## src/rtl/pkt_pkg.sv

```systemverilog
// Shared definitions for the packet read scheduler: FSM encoding, header
// field layout and status counter widths.
package pkt_pkg;

    typedef enum logic [1:0] {
        ST_IDLE  = 2'd0,
        ST_HDR   = 2'd1,
        ST_DATA  = 2'd2,
        ST_FLUSH = 2'd3
    } pkt_state_e;

    localparam int HDR_W       = 32;
    localparam int HDR_TAG_LSB = 24;
    localparam int HDR_TAG_W   = 8;
    localparam int HDR_LEN_LSB = 16;
    localparam int HDR_LEN_W   = 8;
    localparam int HDR_CNT_LSB = 0;
    localparam int HDR_CNT_W   = 16;

    localparam int FRAME_CNT_W   = 16;
    localparam int OVERRUN_CNT_W = 8;

    function automatic logic [HDR_W-1:0] make_hdr(
        input logic [HDR_TAG_W-1:0] tag,
        input logic [HDR_LEN_W-1:0] len8,
        input logic [HDR_CNT_W-1:0] cnt
    );
        logic [HDR_W-1:0] h;
        h = '0;
        h[HDR_TAG_LSB +: HDR_TAG_W] = tag;
        h[HDR_LEN_LSB +: HDR_LEN_W] = len8;
        h[HDR_CNT_LSB +: HDR_CNT_W] = cnt;
        return h;
    endfunction

endpackage

```

## src/rtl/pkt_skid_buf.sv

```systemverilog
// Two-entry output buffer between the read scheduler and the stream port.
// Entry 0 always holds the oldest word, so the output is a plain register.
module pkt_skid_buf #(
    parameter int W = 34
) (
    input  logic         clk,
    input  logic         rst,
    input  logic [W-1:0] in_word,
    input  logic         in_valid,
    output logic         in_ready,
    output logic [W-1:0] out_word,
    output logic         out_valid,
    input  logic         out_ready,
    output logic [1:0]   count
);

    // Handshake: a word moves on either side exactly when valid and ready are
    // both 1 at a rising edge; a producer holding valid keeps its word stable,
    // and ready never depends on valid from the same side.
    logic [W-1:0] mem0;
    logic [W-1:0] mem1;
    logic         push;
    logic         pop;

    assign in_ready  = (count != 2'd2);
    assign out_valid = (count != 2'd0);
    assign out_word  = mem0;
    assign push      = in_valid & in_ready;
    assign pop       = out_valid & out_ready;

    always_ff @(posedge clk or posedge rst) begin
        if (rst) begin
            mem0  <= '0;
            mem1  <= '0;
            count <= 2'd0;
        end else begin
            case ({push, pop})
                2'b10: begin
                    if (count == 2'd0) mem0 <= in_word;
                    else               mem1 <= in_word;
                    count <= count + 2'd1;
                end
                2'b01: begin
                    mem0  <= mem1;
                    count <= count - 2'd1;
                end
                // push blocked when full, so a simultaneous push/pop means count==1
                2'b11: mem0 <= in_word;
                default: ;
            endcase
        end
    end

endmodule

```

## src/rtl/pkt_rd_sched.sv

```systemverilog
// Per-frame read scheduler: on main sync emits a tagged header word, then
// streams len words from the ping-pong buffer through a 2-entry output buffer.
module pkt_rd_sched
    import pkt_pkg::*;
#(
    parameter int         ADDR_W  = 10,
    parameter int         DATA_W  = 32,
    parameter logic [7:0] HDR_TAG = 8'hA5
) (
    input  logic                     clk,
    input  logic                     rst,
    input  logic                     i_msync_n,
    input  logic [ADDR_W:0]          i_pkt_len,
    output logic [ADDR_W-1:0]        o_rd_addr,
    input  logic [DATA_W-1:0]        i_rd_data,
    output logic [DATA_W-1:0]        o_tx_data,
    output logic                     o_tx_valid,
    input  logic                     i_tx_ready,
    output logic                     o_tx_sop,
    output logic                     o_tx_eop,
    output logic                     o_busy,
    output logic [FRAME_CNT_W-1:0]   o_frame_cnt,
    output logic [OVERRUN_CNT_W-1:0] o_overrun_cnt,
    output logic [1:0]               o_dbg_state
);

    pkt_state_e        state;
    logic              msync_q;
    logic              sync;
    logic              pending;
    logic [ADDR_W:0]   len_q;
    logic [ADDR_W:0]   addr_cnt;
    logic              last_addr;
    logic              rd_vld;
    logic              rd_last;
    logic              issue;
    logic              hdr_push;
    logic [7:0]        len8;
    logic [DATA_W-1:0] hdr_word;
    logic [2:0]        occ_next;

    logic              buf_push;
    logic              buf_pop;
    logic              buf_in_ready;
    logic [1:0]        buf_count;
    logic [DATA_W+1:0] buf_in_word;
    logic [DATA_W+1:0] buf_out_word;

    assign sync        = msync_q & ~i_msync_n;
    assign last_addr   = (addr_cnt == len_q - 1'b1);
    assign o_rd_addr   = (state == ST_DATA) ? addr_cnt[ADDR_W-1:0] : '0;
    assign o_dbg_state = state;
    assign o_tx_data   = buf_out_word[DATA_W+1:2];
    assign o_tx_sop    = buf_out_word[1];
    assign o_tx_eop    = buf_out_word[0];

    always_comb begin
        len8        = (len_q > (ADDR_W+1)'(255)) ? 8'hFF : len_q[7:0];
        hdr_word    = DATA_W'(make_hdr(HDR_TAG, len8, o_frame_cnt));
        hdr_push    = (state == ST_HDR) && buf_in_ready;
        buf_push    = hdr_push || rd_vld;
        buf_pop     = o_tx_valid && i_tx_ready;
        buf_in_word = hdr_push ? {hdr_word, 1'b1, (len_q == '0)}
                               : {i_rd_data, 1'b0, rd_last};
        // Occupancy after this edge; a read issued now lands one clk later and
        // must find a free slot even if the consumer stalls then.
        occ_next    = {1'b0, buf_count} + {2'b0, buf_push} - {2'b0, buf_pop};
        issue       = 1'b0;
        if (state == ST_HDR)
            issue = hdr_push && (len_q != '0) && (occ_next <= 3'd1);
        else if (state == ST_DATA)
            issue = (occ_next <= 3'd1);
    end

    always_ff @(posedge clk or posedge rst) begin
        if (rst) begin
            state         <= ST_IDLE;
            msync_q       <= 1'b1;
            pending       <= 1'b0;
            len_q         <= '0;
            addr_cnt      <= '0;
            rd_vld        <= 1'b0;
            rd_last       <= 1'b0;
            o_busy        <= 1'b0;
            o_frame_cnt   <= '0;
            o_overrun_cnt <= '0;
        end else begin
            msync_q <= i_msync_n;
            rd_vld  <= issue;
            rd_last <= issue && last_addr;
            if (issue) addr_cnt <= addr_cnt + 1'b1;

            if (sync && state != ST_IDLE) begin
                pending <= 1'b1;
                if (o_overrun_cnt != 8'hFF) o_overrun_cnt <= o_overrun_cnt + 8'd1;
            end

            case (state)
                ST_IDLE: begin
                    if (sync || pending) begin
                        len_q       <= i_pkt_len;
                        o_frame_cnt <= o_frame_cnt + 16'd1;
                        pending     <= 1'b0;
                        addr_cnt    <= '0;
                        o_busy      <= 1'b1;
                        state       <= ST_HDR;
                    end
                end
                ST_HDR: begin
                    // Address 0 is already on the bus here, so the first read
                    // rides along with the header and the stream has no gap.
                    if (hdr_push) begin
                        if (len_q == '0) begin
                            o_busy <= 1'b0;
                            state  <= ST_IDLE;
                        end else if (issue && last_addr) begin
                            state <= ST_FLUSH;
                        end else begin
                            state <= ST_DATA;
                        end
                    end
                end
                ST_DATA: begin
                    if (issue && last_addr) state <= ST_FLUSH;
                end
                ST_FLUSH: begin
                    if (buf_count == 2'd0 && !rd_vld) begin
                        o_busy <= 1'b0;
                        state  <= ST_IDLE;
                    end
                end
                default: state <= ST_IDLE;
            endcase
        end
    end

    pkt_skid_buf #(
        .W(DATA_W + 2)
    ) u_skid (
        .clk       (clk),
        .rst       (rst),
        .in_word   (buf_in_word),
        .in_valid  (buf_push),
        .in_ready  (buf_in_ready),
        .out_word  (buf_out_word),
        .out_valid (o_tx_valid),
        .out_ready (i_tx_ready),
        .count     (buf_count)
    );

endmodule

```

## config.mk

```make
export PLATFORM = sky130hd
export DESIGN_NAME = pkt_rd_sched
export DESIGN_NICKNAME = d
export VERILOG_FILES = /design/src/rtl/pkt_pkg.sv /design/src/rtl/pkt_skid_buf.sv /design/src/rtl/pkt_rd_sched.sv
export SDC_FILE = /design/constraint.sdc
export NUM_CORES = 1
export LEC_CHECK = 0
export ABC_CLOCK_PERIOD_IN_PS = 11500
export BUFFER_PORTS_ARGS = -buffer_cell sky130_fd_sc_hd__buf_2
export CORE_ASPECT_RATIO = 0.5
export CORE_MARGIN = 5
export CORE_UTILIZATION = 55
export CTS_CLUSTER_SIZE = 16
export DETAILED_ROUTE_END_ITERATION = 6
export MAX_ROUTING_LAYER = met4
export PLACE_DENSITY = 0.86
export SYNTH_ARGS = -nofsm -noshare
export SYNTH_HDL_FRONTEND = slang
export SYNTH_SLANG_ARGS = --single-unit
```

## constraint.sdc

```tcl
create_clock -name clk -period 11.5 [get_ports clk]
set_clock_uncertainty 0.05 [all_clocks]
set_input_delay 1.15 -clock clk [delete_from_list [all_inputs] [get_ports clk]]
set_output_delay 1.15 -clock clk [all_outputs]
set_load 0.05 [all_outputs]
```

* Word-level counts from Yosys, hierarchy flattened
Index checks and enable logic that the tools add are counted.
** Storage, ports and cells
- Register bits :: 123
- Output and inout bits :: 72
- Input bits :: 47
** Operators by class
- Order comparisons :: 2
- Bitwise logic cells :: 5
- Mux-type cells :: 26
- Add/sub/neg operators :: 8
- Reductions and logical operators :: 25
- Equal/unequal tests :: 15
** Operator list (number)
- 34-bit case mux with 3 select lines :: 1
- 34-bit two-way mux :: 2
- 11-bit two-way mux :: 3
- 16-bit by 1-bit adder with 16-bit output, second input constant :: 1
- 2-bit inequality test, second input constant :: 6
- 11-bit by 1-bit adder with 11-bit output, second input constant :: 1
- 11-bit equality test :: 1
- 11-bit by 8-bit greater-than comparator with 1-bit output, second input constant :: 1
- 11-bit logical NOT :: 1
- 11-bit nonzero test :: 1
- 11-bit by 1-bit subtractor with 11-bit output, second input constant :: 1
- 1-bit two-way mux :: 10
- 10-bit two-way mux :: 1
- 2-bit two-way mux :: 5
- 8-bit by 1-bit adder with 8-bit output, second input constant :: 1
- 2-bit equality test, second input constant :: 4
- 8-bit two-way mux :: 1
- 8-bit inequality test, second input constant :: 1
- 2-bit case mux with 4 select lines :: 1
- 2-bit AND reduction :: 4
- 1-bit logical AND :: 7
- 2-bit nonzero test :: 3
- 3-bit nonzero test :: 2
- 5-bit AND reduction :: 1
- other kinds (15) :: 21

* Logic depth before layout (Yosys ltp)
Gate-level depths: netlist of run 1.
- Depth after elaboration :: 13
- Depth in mapped cells :: 15

* Hierarchy
A second synthesis of run 1 with hierarchy kept.
** Second synthesis, totals
- Cells, all modules :: 574
- Area, all modules :: 6413.7 sq um
** Modules (own cells, without submodules)
- pkt_skid_buf :: area each 3208.1 sq um, sequential area each 1751.7 sq um, cells an instance 198, times used 1
- pkt_rd_sched :: area each 3205.6 sq um, sequential area each 1327.5 sq um, cells an instance 376, times used 1

* Least setup slack after synthesis of run 1
OpenSTA, ideal clock, no wires.
- Kind :: reg2reg
- Start point :: register u_skid.count[1]
- End point :: register addr_cnt[7]
- Data arrival time :: 3.300 ns
- Path buffers :: 2
- Stages on the path, launching flop included :: 16
- Required time :: 11.372 ns
- Path slack :: 8.072 ns
- Cells stage by stage :: dfrtp_1 or2_1 clkbuf_1 nand2_1 inv_2 ha_1 inv_1 ha_1 inv_1 fa_1 xnor2_1 and2_1 nand4_1 clkbuf_1 or3_1 a21oi_1
** On the way
- Elaborated cells on any way between the ends :: 15
- Those cells by class :: 2 x add/sub; 1 x order compare; 1 x eq/ne; 5 x mux; 6 x reduce/logical
** RTL lines
- start: declaration :: RTL line pkt_skid_buf.sv:14 : output logic [1:0] count
- start signal: assignment :: RTL line pkt_skid_buf.sv:41 : count <= count + 2'd1;
- start signal: assignment :: RTL line pkt_skid_buf.sv:45 : count <= count - 2'd1;
- 2-bit nonzero test * :: RTL line pkt_skid_buf.sv:26 : assign out_valid = (count != 2'd0);
- via o_tx_valid :: RTL line pkt_rd_sched.sv:17 : output logic o_tx_valid,
- 1-bit logical AND * :: RTL line pkt_rd_sched.sv:62 : buf_pop = o_tx_valid && i_tx_ready;
- 3-bit by 1-bit subtractor with 3-bit output * :: RTL line pkt_rd_sched.sv:67 : occ_next = {1'b0, buf_count} + {2'b0, buf_push} - {2'b0, buf_pop};
- 3-bit by 1-bit <= comparator with 1-bit output * :: RTL line pkt_rd_sched.sv:70, pkt_rd_sched.sv:72
- 1-bit two-way mux / 1-bit logical AND (equally long branches) :: RTL line pkt_rd_sched.sv:71, pkt_rd_sched.sv:70
- 1-bit two-way mux * :: RTL line pkt_rd_sched.sv:69 : if (state == ST_HDR)
- 11-bit two-way mux * :: RTL line pkt_rd_sched.sv:91 : if (issue) addr_cnt <= addr_cnt + 1'b1;
- 11-bit two-way mux :: RTL line pkt_rd_sched.sv:100 : if (sync || pending) begin
- 11-bit two-way mux * :: RTL line pkt_rd_sched.sv:98 : case (state)
- end signal: assignment :: RTL line pkt_rd_sched.sv:91
- end: declaration :: RTL line pkt_rd_sched.sv:32 : logic [ADDR_W:0] addr_cnt;
The timed path passes the listed nets; every way through them passes the cells marked *.
A chain may end at the register's enable or synchronous reset.

* Final worst setup path of run 1
- Start point :: register u_skid.count[1]
- End point :: register addr_cnt[9]
** On the way
- Longest elaborated chain between the ends :: 11
- Elaborated cells on any way between the ends :: 15
- Those cells by class :: 2 x add/sub; 1 x order compare; 1 x eq/ne; 5 x mux; 6 x reduce/logical
** RTL lines
- 2-bit inequality test :: RTL line pkt_skid_buf.sv:25 : assign in_ready = (count != 2'd2);
- 1-bit logical AND :: RTL line pkt_rd_sched.sv:60 : hdr_push = (state == ST_HDR) && buf_in_ready;
- 1-bit logical OR :: RTL line pkt_rd_sched.sv:61 : buf_push = hdr_push || rd_vld;
- 2-bit by 1-bit adder with 3-bit output :: RTL line pkt_rd_sched.sv:67
- 3-bit by 1-bit subtractor with 3-bit output :: RTL line pkt_rd_sched.sv:67
- 3-bit by 1-bit <= comparator with 1-bit output :: RTL line pkt_rd_sched.sv:70, pkt_rd_sched.sv:72
- 1-bit two-way mux / 1-bit logical AND (equally long branches) :: RTL line pkt_rd_sched.sv:71, pkt_rd_sched.sv:70
- 1-bit two-way mux * :: RTL line pkt_rd_sched.sv:69
- 11-bit two-way mux * :: RTL line pkt_rd_sched.sv:91
- 11-bit two-way mux :: RTL line pkt_rd_sched.sv:100
- 11-bit two-way mux * :: RTL line pkt_rd_sched.sv:98
Mark *: on every way between the ends. The rest lies on a longest branch, timed or not.

==> impl_metrics.csv, run 1 <==
group,metric,value,unit
clock_network,ctsHoldBuffers,0,
floorplan,core_area,11010,um^2
place,gpl.final_weighted_congestion,0.8938,
clock_network,cts_htree_levels,4,
clock_network,clk_transition_reported_paths,0.05,ns
place,dp_hpwl,10180,um
final_layout,final_layout_size_suffix_gt1_share,23.69,%
clock_network,clock_tree_from_tritoncts,"built",
final_layout,layout.area.seq,3079,um^2
worst_setup_path,critical_path.max_fanout,16,
synthesis,number_of_standard_cells_after_synthesis,631,
synthesis,synth_nets,689,
floorplan,fp.dieH,85.21,um
place,port_buffers,118,
synthesis,synth.distinct_cells,60,
worst_setup_path,cp_slowest_stage_delay,0.64,ns
floorplan,die_w,160.4,um
floorplan,die_area,13670,um^2
pwr,pwr_density_cell,314.7,nW/um^2
timing,final_critical_path_setup_slack,7.760,ns
worst_setup_path,cp_data_arrival_time,4.02,ns
detailed_routing,vias,5083,
floorplan,num_ports,119,
global_route,grt_start_max_net_pins,69,
worst_setup_path,critical_path.endpoint_type,"flip-flop",
pwr,total_power,2351,uW
worst_setup_path,worst-r2r-setup-slack,7.76,ns
timing,timing.max_slew.rel_slack,15.89,%
synthesis,yosys.area.top_type,"sky130_fd_sc_hd__dfrtp_1",
final_layout,fin_util,67.83,%
timing,highest_attainable_clock_frequency,0.2674,GHz
clock_network,cts_root_buf,"sky130_fd_sc_hd__clkbuf_16",
final_layout,layout-area-overhead-vs-synth,20.05,%
pwr,vdd_drop_max,0.1332,mV
synthesis,synth_top_area_share,49.06,%
pwr,leakage,0.003481,uW
final_layout,antenna_cells_inserted,0,
detailed_routing,detail_route.vias_per_cell,5.724,
worst_setup_path,worstSetupPathType,"reg2reg",
global_route,grt_pass1_vias,4986,
worst_setup_path,critical_path.cell_chain,"or2_1 > nand2_1 > inv_2 > ha_1 > inv_1 > ha_1 > inv_1 > fa_1 > xnor2_1 > and2_1 > nand4_1 > or4_1 > a21oi_1",
worst_setup_path,critical_path.reg2reg.endpoint,"addr_cnt[9]$_DFF_PP0_",
detailed_routing,drcViolationCount,0,
clock_network,clock_sink_count,123,
synthesis,ys_ff_latch,123,
timing,timing.final.crit_period,3.740,ns
clock_network,clk_path_buf_depth,2,
timing,grt_setup_unrepaired,"false",
worst_setup_path,regToRegStartpoint,"u_skid.count[1]$_DFFE_PP0P_",
worst_setup_path,worst-r2r-cell-count,13,
status,status,"finished clean",
global_route,grt_antenna_before_repair,0,
hold_path,min-delay-path-class,"reg2reg",
detailed_routing,drt_pre_antenna_iters,5,
timing,totalNegativeSetupSlack,0,ns
flow_run,max_cap_viol_count,0,
detailed_routing,drt.antenna.violating_nets,0,
worst_setup_path,worst_setup_path_endpoint,"addr_cnt[9]$_DFF_PP0_",
floorplan,initial_core_utilization,56.50,%
final_layout,multi_input_area,2948,um^2
final_layout,final.fill_count,840,
synthesis,average_footprint_of_a_synthesized_cell,9.861,um^2
timing,worst_slew_pin_slew,1.255,ns
floorplan,row_count,27,
synthesis,netlist_top_cells_area,"sky130_fd_sc_hd__dfrtp_1, sky130_fd_sc_hd__nand2_1, sky130_fd_sc_hd__mux2_1, sky130_fd_sc_hd__xnor2_1, sky130_fd_sc_hd__nor2_1",
global_route,grt_overflow,0,
timing,layout_worst_path_cycle_share,32.52,%
worst_setup_path,cpMaxStageDelayCell,"sky130_fd_sc_hd__or4_1",
synthesis,proportion_of_synthesized_flip_flops_having_asynchronous_set_or_reset,100.0,%
timing,final-hold-violation-count,0,
place,placement.setup.worst_slack,7.342,ns
global_route,gr-usage-all-layers,23.51,%
synthesis,synth_flop_cell,"sky130_fd_sc_hd__dfrtp_1",
clock_network,cts_inserted_buffers,17,
clock_network,cts_resized,0,
worst_setup_path,timing.critical_path.required,11.78,ns
worst_setup_path,cp-startpoint,"u_skid.count[1]$_DFFE_PP0P_",
timing,report.final.setup_viol,0,
final_layout,layout.nets,788,
clock_network,clock_insertion_delay_worst_skew,0.42,ns
clock_network,post_cts_setup_buffers,0,
synthesis,post_synth_instance_area,6222,um^2
detailed_routing,post_drt_wl_per_cell,17.03,um
synthesis,synth_enable_flop_cells,0,
synthesis,synthesis.yosys.warnings,0,
detailed_routing,finalWirelength,15120,um
detailed_routing,drt_iter0_markers,401,
global_route,grt_pass1_wl,25270,um
synthesis,ys_seq_area_share,49.49,%
timing,finalMaxSlewViolations,0,
worst_setup_path,critPathLaunchType,"flip-flop",
## stage by stage
step                hold slack (ns)  area [um^2]  instances
floorplan                    0.3997         6222        631
global placement             0.4116         6869        856
detailed placement           0.4209         6869        856
CTS                          0.4312         7470        888
global route                 0.4416         7470        888
finish                       0.4303         7470        888
## final cells by class
type                    count  share of cell area, %
flip-flops and latches    123                  41.22
multi-input cells         456                  39.46
repair buffers            122                  8.308
clock buffers              17                  5.695
well taps                 145                  2.429
clock inverters            15                  2.345
inverters                  10                 0.5360
## Yosys cell counts, drive strengths merged (2+ instances only)
master     n
inv       10
xor2      12
o211ai    14
xnor2     27
or3        5
mux2      27
or4        5
or3b       2
nor2b      5
o22ai      9
ha        10
o21ai     50
buf        9
o21bai     4
clkbuf    33
nand2     72
or2        3
o311ai     3
nor2      51
a21oi     34
nand3     19
nor3      10
nand2b     7
o21a      13
nand4b     2
mux2i     17
dfrtp    122
nor4b      3
o31ai      2
nand4      8
and3       6
nor3b      3
o2111ai    2
o221ai     2
and2      16
## kinds of logic (layout without fill, tap and decap cells)
family,count (synthesis),count (layout),synth area share [%]
compound gates,142,142,14.00
xor+xnor,39,39,5.490
fa+ha+maj,11,11,2.333
buf+inv,52,164,3.438
flops,123,123,49.49
mux,44,44,7.621
simple gates,220,220,17.64
## metal layers
metal,share of wire (%),wire length [um],vias to the layer above,track usage (%)
met1,44,6683,2481,29.40
met5,0,0,-,-
met4,2.0,305,0,8.119
met2,49,7405,149,38.38
li1,-,-,2419,-
met3,4.8,725,34,5.095
## where the power goes
group	leakage [uW]	internal (uW)	switching, uW
Sequential	0.00154	601	160
Clock	0.000285	340	199
Combinational	0.00166	331	719
## how the worst min path moves through the flow
stage,from,endpoint,slack [ns],depth (start not counted)
after floorplan,u_skid.mem1[18]$_DFFE_PP0P_,u_skid.mem1[18]$_DFFE_PP0P_,0.40,2
after global placement,u_skid.mem1[0]$_DFFE_PP0P_,u_skid.mem1[0]$_DFFE_PP0P_,0.41,2
after detailed placement,u_skid.mem1[19]$_DFFE_PP0P_,u_skid.mem1[19]$_DFFE_PP0P_,0.42,2
after CTS,o_overrun_cnt[5]$_DFFE_PP0P_,o_overrun_cnt[5]$_DFFE_PP0P_,0.43,1
after global routing,u_skid.out_word[7]$_DFFE_PP0P_,u_skid.out_word[7]$_DFFE_PP0P_,0.44,1
final,u_skid.mem1[19]$_DFFE_PP0P_,u_skid.mem1[19]$_DFFE_PP0P_,0.43,2
## critical path, delay by kind of cell, from the launching register on
kind / cells / cell delay, ns
XOR/XNOR: 1 / 0.16
buffers and inverters: 3 / 0.17
AO/OA/AOI/OAI: 1 / 0.16
AND/OR/NAND/NOR: 5 / 1.88
flip-flops: 1 / 0.46
adder cells (fa/ha/maj): 3 / 0.78
## flip-flops by register name (all words and copies together) (netlist names), 2 cells and up, named ones only
signal / count
u_skid.mem1: 34
u_skid.out_word: 34
o_frame_cnt: 16
addr_cnt: 11
len_q: 11
o_overrun_cnt: 8
u_skid.count: 2
## cell usage in the layout, fill, tap and decap left out, types with 19 or more instances in the layout
master and count:
sky130_fd_sc_hd__a21oi_1 34, sky130_fd_sc_hd__xnor2_1 27, sky130_fd_sc_hd__mux2_1 23, sky130_fd_sc_hd__nand3_1 19, sky130_fd_sc_hd__buf_2 118, sky130_fd_sc_hd__nand2_1 71
sky130_fd_sc_hd__o21ai_0 25, sky130_fd_sc_hd__nor2_1 50, sky130_fd_sc_hd__dfrtp_1 122, sky130_fd_sc_hd__o21ai_1 24
Note: power is estimated with default switching activity, not from simulation.
==> run 2, diff against run 1 <==
--- a/config.mk
+++ b/config.mk
@@ -5,7 +5,7 @@
 export SDC_FILE = /design/constraint.sdc
 export NUM_CORES = 1
 export LEC_CHECK = 0
-export ABC_CLOCK_PERIOD_IN_PS = 11500
+export ABC_CLOCK_PERIOD_IN_PS = 3500
 export BUFFER_PORTS_ARGS = -buffer_cell sky130_fd_sc_hd__buf_2
 export CORE_ASPECT_RATIO = 0.5
 export CORE_MARGIN = 5
==> constraint.sdc (replaced) <==
create_clock -name clk -period 3.5 [get_ports clk]
set_clock_uncertainty 0.05 [all_clocks]
set_input_delay 0.35 -clock clk [delete_from_list [all_inputs] [get_ports clk]]
set_output_delay 0.35 -clock clk [all_outputs]
set_load 0.05 [all_outputs]
==> run 2 against run 1 <==
  * Maximum frequency is 11% higher
  * Cell area is 1.4% higher
  * Register-to-register slack worse by 7.6 ns
  * Routed wire length is 0.23% higher
  * Via count is 0.12% lower
  * Combinational power grew to 3.4 times the previous value
  * Core utilization is 0.92 points higher
  * Critical endpoint unchanged
  * Largest cell class unchanged
==> impl_metrics.csv, run 2 (synthesized netlist as in run 1, its figures left out) <==
group,metric,value,unit
floorplan,initial_core_utilization,56.50,%
place,placed_area,6955,um^2
floorplan,fp.dieH,85.21,um
clock_network,post_cts_setup_buffers,0,
clock_network,cts_htree_levels,4,
floorplan,die_w,160.4,um
place,dp_hpwl,10340,um
pwr,share_comb_of_total_power,45.2,%
timing,totalNegativeSetupSlack,0,ns
place,port_buffers,118,
final_layout,layout_common_cells,"sky130_fd_sc_hd__dfrtp_1, sky130_fd_sc_hd__buf_2, sky130_fd_sc_hd__nand2_1, sky130_fd_sc_hd__nor2_1, sky130_fd_sc_hd__a21oi_1",
clock_network,clock_sink_count,123,
timing,timing.max_slew.rel_slack,40.57,%
timing,final-hold-violation-count,0,
pwr,sequentialPowerShare,31.9,%
hold_path,timing.hold.worst_path_depth,2,
detailed_routing,drt_pre_antenna_iters,5,
worst_setup_path,critPathLaunchType,"flip-flop",
detailed_routing,drt.antenna.violating_nets,0,
worst_setup_path,critical_path.max_fanout,16,
final_layout,layout-area-overhead-vs-synth,21.68,%
timing,timing.final.crit_period,3.355,ns
final_layout,layout.nets,797,
timing,grt_setup_unrepaired,"false",
detailed_routing,finalWirelength,15150,um
timing,layout_worst_path_cycle_share,95.86,%
final_layout,layout.cells.most_common,"sky130_fd_sc_hd__dfrtp_1",
pwr,switching_share,45.50,%
global_route,grt_pass1_vias,5160,
place,dp_cells,864,
floorplan,row_count,27,
status,status,"finished clean",
final_layout,final_layout_size_suffix_gt1_share,24.60,%
timing,worst_slew_pin_slew,0.8914,ns
timing,holdWs,0.09326,ns
worst_setup_path,worstSetupPathType,"reg2reg",
flow_run,max_cap_viol_count,0,
clock_network,cts_inserted_buffers,17,
floorplan,core_area,11010,um^2
detailed_routing,vias,5077,
global_route,grt_pass1_wl,25590,um
final_layout,design_area,7571,um^2
place,gpl.final_weighted_congestion,0.8836,
clock_network,clk_path_buf_depth,2,
detailed_routing,drcViolationCount,0,
pwr,relative_contribution_of_the_clock_network_to_total_power,22.9,%
detailed_routing,detail_route.vias_per_cell,5.654,
clock_network,cts_root_buf,"sky130_fd_sc_hd__clkbuf_16",
global_route,grt_start_max_net_pins,72,
detailed_routing,drt_iter0_markers,346,
worst_setup_path,worst-r2r-cell-count,14,
detailed_routing,post_drt_wl_per_cell,16.88,um
final_layout,fin_util,68.75,%
floorplan,num_ports,119,
global_route,grt_overflow,0,
pwr,pwr_density_cell,1027,nW/um^2
global_route,gr-usage-all-layers,23.88,%
global_route,grt_antenna_before_repair,1,
clock_network,clock_tree_from_tritoncts,"built",
pwr,power_report.internal_total,4239,uW
clock_network,clock_insertion_delay_worst_skew,0.41,ns
pwr,netSwitchingPower,3539,uW
hold_path,min-delay-path-class,"in2reg",
worst_setup_path,cpMaxStageDelayCell,"sky130_fd_sc_hd__or4_1",
worst_setup_path,cp_slowest_stage_delay,0.50,ns
floorplan,die_area,13670,um^2
pwr,leakage,0.003530,uW
worst_setup_path,timing.critical_path.required,3.79,ns
final_layout,final.fill_count,802,
final_layout,instances_no_fill,898,
timing,finalMaxSlewViolations,0,
timing,highest_attainable_clock_frequency,0.2981,GHz
worst_setup_path,critical_path.endpoint_type,"flip-flop",
worst_setup_path,cp_data_arrival_time,3.64,ns
timing,report.final.setup_viol,0,
pwr,vdd_drop_max,0.3982,mV
worst_setup_path,critical_path.cell_chain,"or2_1 > nand2_1 > inv_2 > ha_1 > inv_1 > ha_1 > inv_1 > fa_1 > xnor2_1 > and2_1 > nand4_1 > buf_4 > or4_1 > a21oi_1",
clock_network,clk_transition_reported_paths,0.06,ns
## run 2: timing repair
item                       CTS  global route
hold endpoints to repair     1             0
setup endpoints to repair    0             2
hold buffers                 1             0
gates resized for setup      0             1
## run 2: power groups by stage
stage	logic (uW)	registers, uW	clock network, uW
after floorplan	1850	3260	0
after global placement	3370	2450	0
after detailed placement	3480	2490	0
after CTS	3530	2470	1810
after global routing	3820	2560	1880
final	3520	2480	1780
## run 2: layer usage
metal	up-vias	wire length (um)	GRT usage (%)
met1	2483	6755	29.73
met2	143	7399	38.42
met3	26	696	5.434
li1	2425	-	-
met5	-	0	-
met4	0	302	9.290
## run 2: metrics by stage
step / worst slack (ns) / power (uW)
floorplan: 0.07158 / 5113
global placement: 0.3270 / 5821
detailed placement: 0.1586 / 5971
CTS: 0.1328 / 7803
global route: 0.004839 / 8255
finish: 0.1449 / 7778
## run 2: layout make-up
type / count / area [um^2] / area share [%]
Antenna cell: 1 / 2.502 / 0.03305
Inverter: 10 / 41.29 / 0.5454
Sequential cell: 123 / 3080 / 40.69
Multi-Input combinational cell: 456 / 2948 / 38.94
Clock inverter: 15 / 176.4 / 2.330
Clock buffer: 17 / 425.4 / 5.619
Timing Repair Buffer: 131 / 715.7 / 9.453
Tap cell: 145 / 181.4 / 2.396
## run 2: worst paths after layout
path | start | endpoint | slack (ns)
worst max-delay path | u_skid.count[1]$_DFFE_PP0P_ | addr_cnt[9]$_DFF_PP0_ | 0.14
worst min-delay path | i_pkt_len[2] | len_q[2]$_DFFE_PP0P_ | 0.09
worst max register to register | u_skid.count[1]$_DFFE_PP0P_ | addr_cnt[9]$_DFF_PP0_ | 0.14
worst min register to register | u_skid.out_word[11]$_DFFE_PP0P_ | u_skid.out_word[11]$_DFFE_PP0P_ | 0.43
max in group asynchronous | rst | u_skid.count[1]$_DFFE_PP0P_ | 2.57
min in group asynchronous | rst | u_skid.out_word[17]$_DFFE_PP0P_ | 0.10
## run 2: critical path: cells and delay by family, from the launching register on
family	cells	cell delay, ns
simple gates	5	1.29
fa+ha+maj	3	0.80
flops	1	0.45
buf+inv	4	0.38
compound gates	1	0.15
xor+xnor	1	0.14
==> run 3, diff against run 2 <==
--- a/config.mk
+++ b/config.mk
@@ -16,4 +16,5 @@
 export PLACE_DENSITY = 0.86
 export SYNTH_ARGS = -nofsm -noshare
 export SYNTH_HDL_FRONTEND = slang
+export SYNTH_HIERARCHICAL = 1
 export SYNTH_SLANG_ARGS = --single-unit
==> run 3 against run 2 <==
  * Sequential power hardly changed
  * Setup slack improved by 0.040 ns
  * Maximum frequency rose by 1.2%
  * Largest cell class is now multi-input gates
  * Via count is 7.0% lower
  * Routed wire length decreased by 1.1%
  * Power up 3.4%
==> impl_metrics.csv, run 3 <==
group,metric,value,unit
final_layout,antenna_cells_inserted,0,
pwr,leakage,0.003824,uW
floorplan,core_area,11180,um^2
place,gpl.final_weighted_congestion,0.8555,
timing,finalMaxSlewViolations,0,
place,port_buffers,118,
clock_network,cts_inserted_buffers,17,
status,status,"finished clean",
synthesis,ys_ff_latch,123,
timing,worst_slew_pin_slew,1.110,ns
synthesis,number_of_standard_cells_after_synthesis,574,
final_layout,layout.cells.most_common,"sky130_fd_sc_hd__dfrtp_1",
clock_network,clk_path_buf_depth,2,
synthesis,proportion_of_synthesized_flip_flops_having_asynchronous_set_or_reset,100.0,%
detailed_routing,detail_route.vias_per_cell,5.425,
synthesis,synth_enable_flop_cells,0,
synthesis,post_synth_instance_area,6414,um^2
synthesis,synth_flop_cell,"sky130_fd_sc_hd__dfrtp_1",
detailed_routing,post_drt_wl_per_cell,17.23,um
detailed_routing,drt.antenna.violating_nets,0,
synthesis,synth_top_area_share,47.60,%
global_route,grt_start_max_net_pins,54,
final_layout,layout.nets,756,
global_route,grt_pass1_wl,24630,um
detailed_routing,drt_pre_antenna_iters,4,
detailed_routing,drt_iter0_markers,282,
global_route,grt_antenna_before_repair,0,
global_route,grt_overflow,0,
global_route,grt_pass1_vias,4851,
timing,totalNegativeSetupSlack,0,ns
place,dp_hpwl,10430,um
timing,final-hold-violation-count,0,
synthesis,synth_nets,632,
floorplan,row_count,27,
detailed_routing,vias,4720,
floorplan,die_w,162.7,um
floorplan,die_area,14050,um^2
clock_network,clk_transition_reported_paths,0.05,ns
worst_setup_path,critPathLaunchType,"flip-flop",
timing,report.final.setup_viol,0,
synthesis,synth.distinct_cells,52,
synthesis,average_footprint_of_a_synthesized_cell,11.17,um^2
synthesis,most_repeated_cell_in_the_gate_level_netlist_after_synthesis,"sky130_fd_sc_hd__dfrtp_1",
synthesis,ys_seq_area_share,48.01,%
hold_path,min-delay-path-class,"in2reg",
timing,grt_setup_unrepaired,"false",
worst_setup_path,critical_path.endpoint_type,"flip-flop",
clock_network,clock_insertion_delay_worst_skew,0.41,ns
final_layout,final_layout_size_suffix_gt1_share,39.94,%
floorplan,num_ports,119,
floorplan,initial_core_utilization,57.36,%
timing,timing.final.crit_period,3.315,ns
synthesis,yosys.area.top_type,"sky130_fd_sc_hd__dfrtp_1",
final_layout,design_area,7843,um^2
place,dp_cells,833,
worst_setup_path,critical_path.max_fanout,8,
place,placed_area,7139,um^2
detailed_routing,finalWirelength,14990,um
timing,highest_attainable_clock_frequency,0.3016,GHz
final_layout,fin_util,70.14,%
clock_network,clock_tree_from_tritoncts,"built",
worst_setup_path,worstSetupPathType,"reg2reg",
clock_network,clock_sink_count,123,
flow_run,max_cap_viol_count,0,
global_route,gr-usage-all-layers,22.50,%
final_layout,instances_no_fill,870,
synthesis,synthesis.yosys.warnings,6,
floorplan,fp.dieH,86.36,um
clock_network,cts_root_buf,"sky130_fd_sc_hd__clkbuf_16",
worst_setup_path,timing.critical_path.required,3.77,ns
clock_network,cts_htree_levels,4,
timing,timing.max_slew.rel_slack,25.89,%
worst_setup_path,cp_data_arrival_time,3.59,ns
pwr,pwr_density_cell,1026,nW/um^2
final_layout,layout_common_cells,"sky130_fd_sc_hd__dfrtp_1, sky130_fd_sc_hd__buf_2, sky130_fd_sc_hd__nand2_1, sky130_fd_sc_hd__mux2_2, sky130_fd_sc_hd__xnor2_1",
synthesis,post_synth_most_frequent_cells,"sky130_fd_sc_hd__dfrtp_1, sky130_fd_sc_hd__nand2_1, sky130_fd_sc_hd__mux2_2",
synthesis,netlist_top_cells_area,"sky130_fd_sc_hd__dfrtp_1, sky130_fd_sc_hd__mux2_2, sky130_fd_sc_hd__mux2_4, sky130_fd_sc_hd__nand2_1, sky130_fd_sc_hd__xnor2_1",
timing,layout_worst_path_cycle_share,94.72,%
detailed_routing,drcViolationCount,0,
final_layout,layout-area-overhead-vs-synth,22.28,%
pwr,vdd_drop_max,0.3715,mV
## run 3: routing by layer
metal | vias to the layer above | GRT usage (%) | share of wire [%]
li1 | 2219 | - | -
met1 | 2325 | 27.81 | 42
met2 | 153 | 37.48 | 51
met3 | 23 | 4.893 | 5.7
met4 | 0 | 7.230 | 1.2
met5 | - | - | 0
## run 3: logic make-up (layout without fill, tap and decap cells)
family | Yosys count | after routing | share of synthesized area (%)
flops | 123 | 123 | 48.01
compound gates | 38 | 38 | 4.526
simple gates | 205 | 205 | 15.00
xor+xnor | 49 | 49 | 6.691
mux | 104 | 104 | 20.00
buf+inv | 44 | 181 | 3.511
fa+ha+maj | 11 | 11 | 2.263
## run 3: area by class of cell
class,count,area (um^2)
Clock buffer,20,456.7
Clock inverter,12,193.9
Inverter,17,76.32
Multi-Input combinational cell,407,3122
Fill cell,798,3339
Sequential cell,123,3082
Timing Repair Buffer,132,713.2
Tap cell,159,198.9
## run 3: report_power, final
part           internal, uW  switching, uW  leakage (uW)
sequential             1990            474       0.00152
clock                  1300            636      0.000316
combinational          1460           2190       0.00199
total                  4740           3300       0.00382
## run 3: stage by stage
| stage | total power [uW] | worst slack, ns | hold slack [ns] |
|---|---|---|---|
| global route | 8437 | 0.008508 | 0.08139 |
| global placement | 5892 | 0.3627 | 0.4111 |
| floorplan | 5262 | 0.2070 | 0.3045 |
| finish | 8043 | 0.1847 | 0.08521 |
| detailed placement | 6028 | 0.2513 | 0.4118 |
| CTS | 8035 | 0.08304 | 0.07004 |
## run 3: repair_timing
item	in CTS	in global routing
hold buffers	2	0
hold endpoints to repair	26	0
resized for setup	0	3
endpoints found under the setup margin	0	3
buffers inserted	0	3
## run 3: worst paths after layout
check                           slack (ns)                         endpoint  cells past startpoint                          from
worst max-delay path                  0.18            addr_cnt[7]$_DFF_PP0_                     14   u_skid/count[0]$_DFFE_PP0P_
worst min-delay path                  0.09             len_q[5]$_DFFE_PP0P_                      3                  i_pkt_len[5]
worst max register to register        0.18            addr_cnt[7]$_DFF_PP0_                     14   u_skid/count[0]$_DFFE_PP0P_
worst min register to register        0.45     o_overrun_cnt[7]$_DFFE_PP0P_                      1  o_overrun_cnt[7]$_DFFE_PP0P_
max in group asynchronous             1.96                 rd_vld$_DFF_PP0_                      3                           rst
min in group asynchronous             0.53  u_skid/out_word[16]$_DFFE_PP0P_                      3                           rst
## run 3: critical path, stage by stage (launching register included)
cell	delay, ns
sky130_fd_sc_hd__dfrtp_2	0.44
sky130_fd_sc_hd__nor2_4	0.16
sky130_fd_sc_hd__inv_2	0.08
sky130_fd_sc_hd__and2_1	0.17
sky130_fd_sc_hd__ha_1	0.28
sky130_fd_sc_hd__inv_1	0.07
sky130_fd_sc_hd__ha_1	0.14
sky130_fd_sc_hd__inv_1	0.05
sky130_fd_sc_hd__fa_1	0.40
sky130_fd_sc_hd__xnor2_2	0.21
sky130_fd_sc_hd__o211a_4	0.19
sky130_fd_sc_hd__o21ai_4	0.09
sky130_fd_sc_hd__or3_4	0.43
sky130_fd_sc_hd__or3_1	0.31
sky130_fd_sc_hd__a21oi_1	0.17
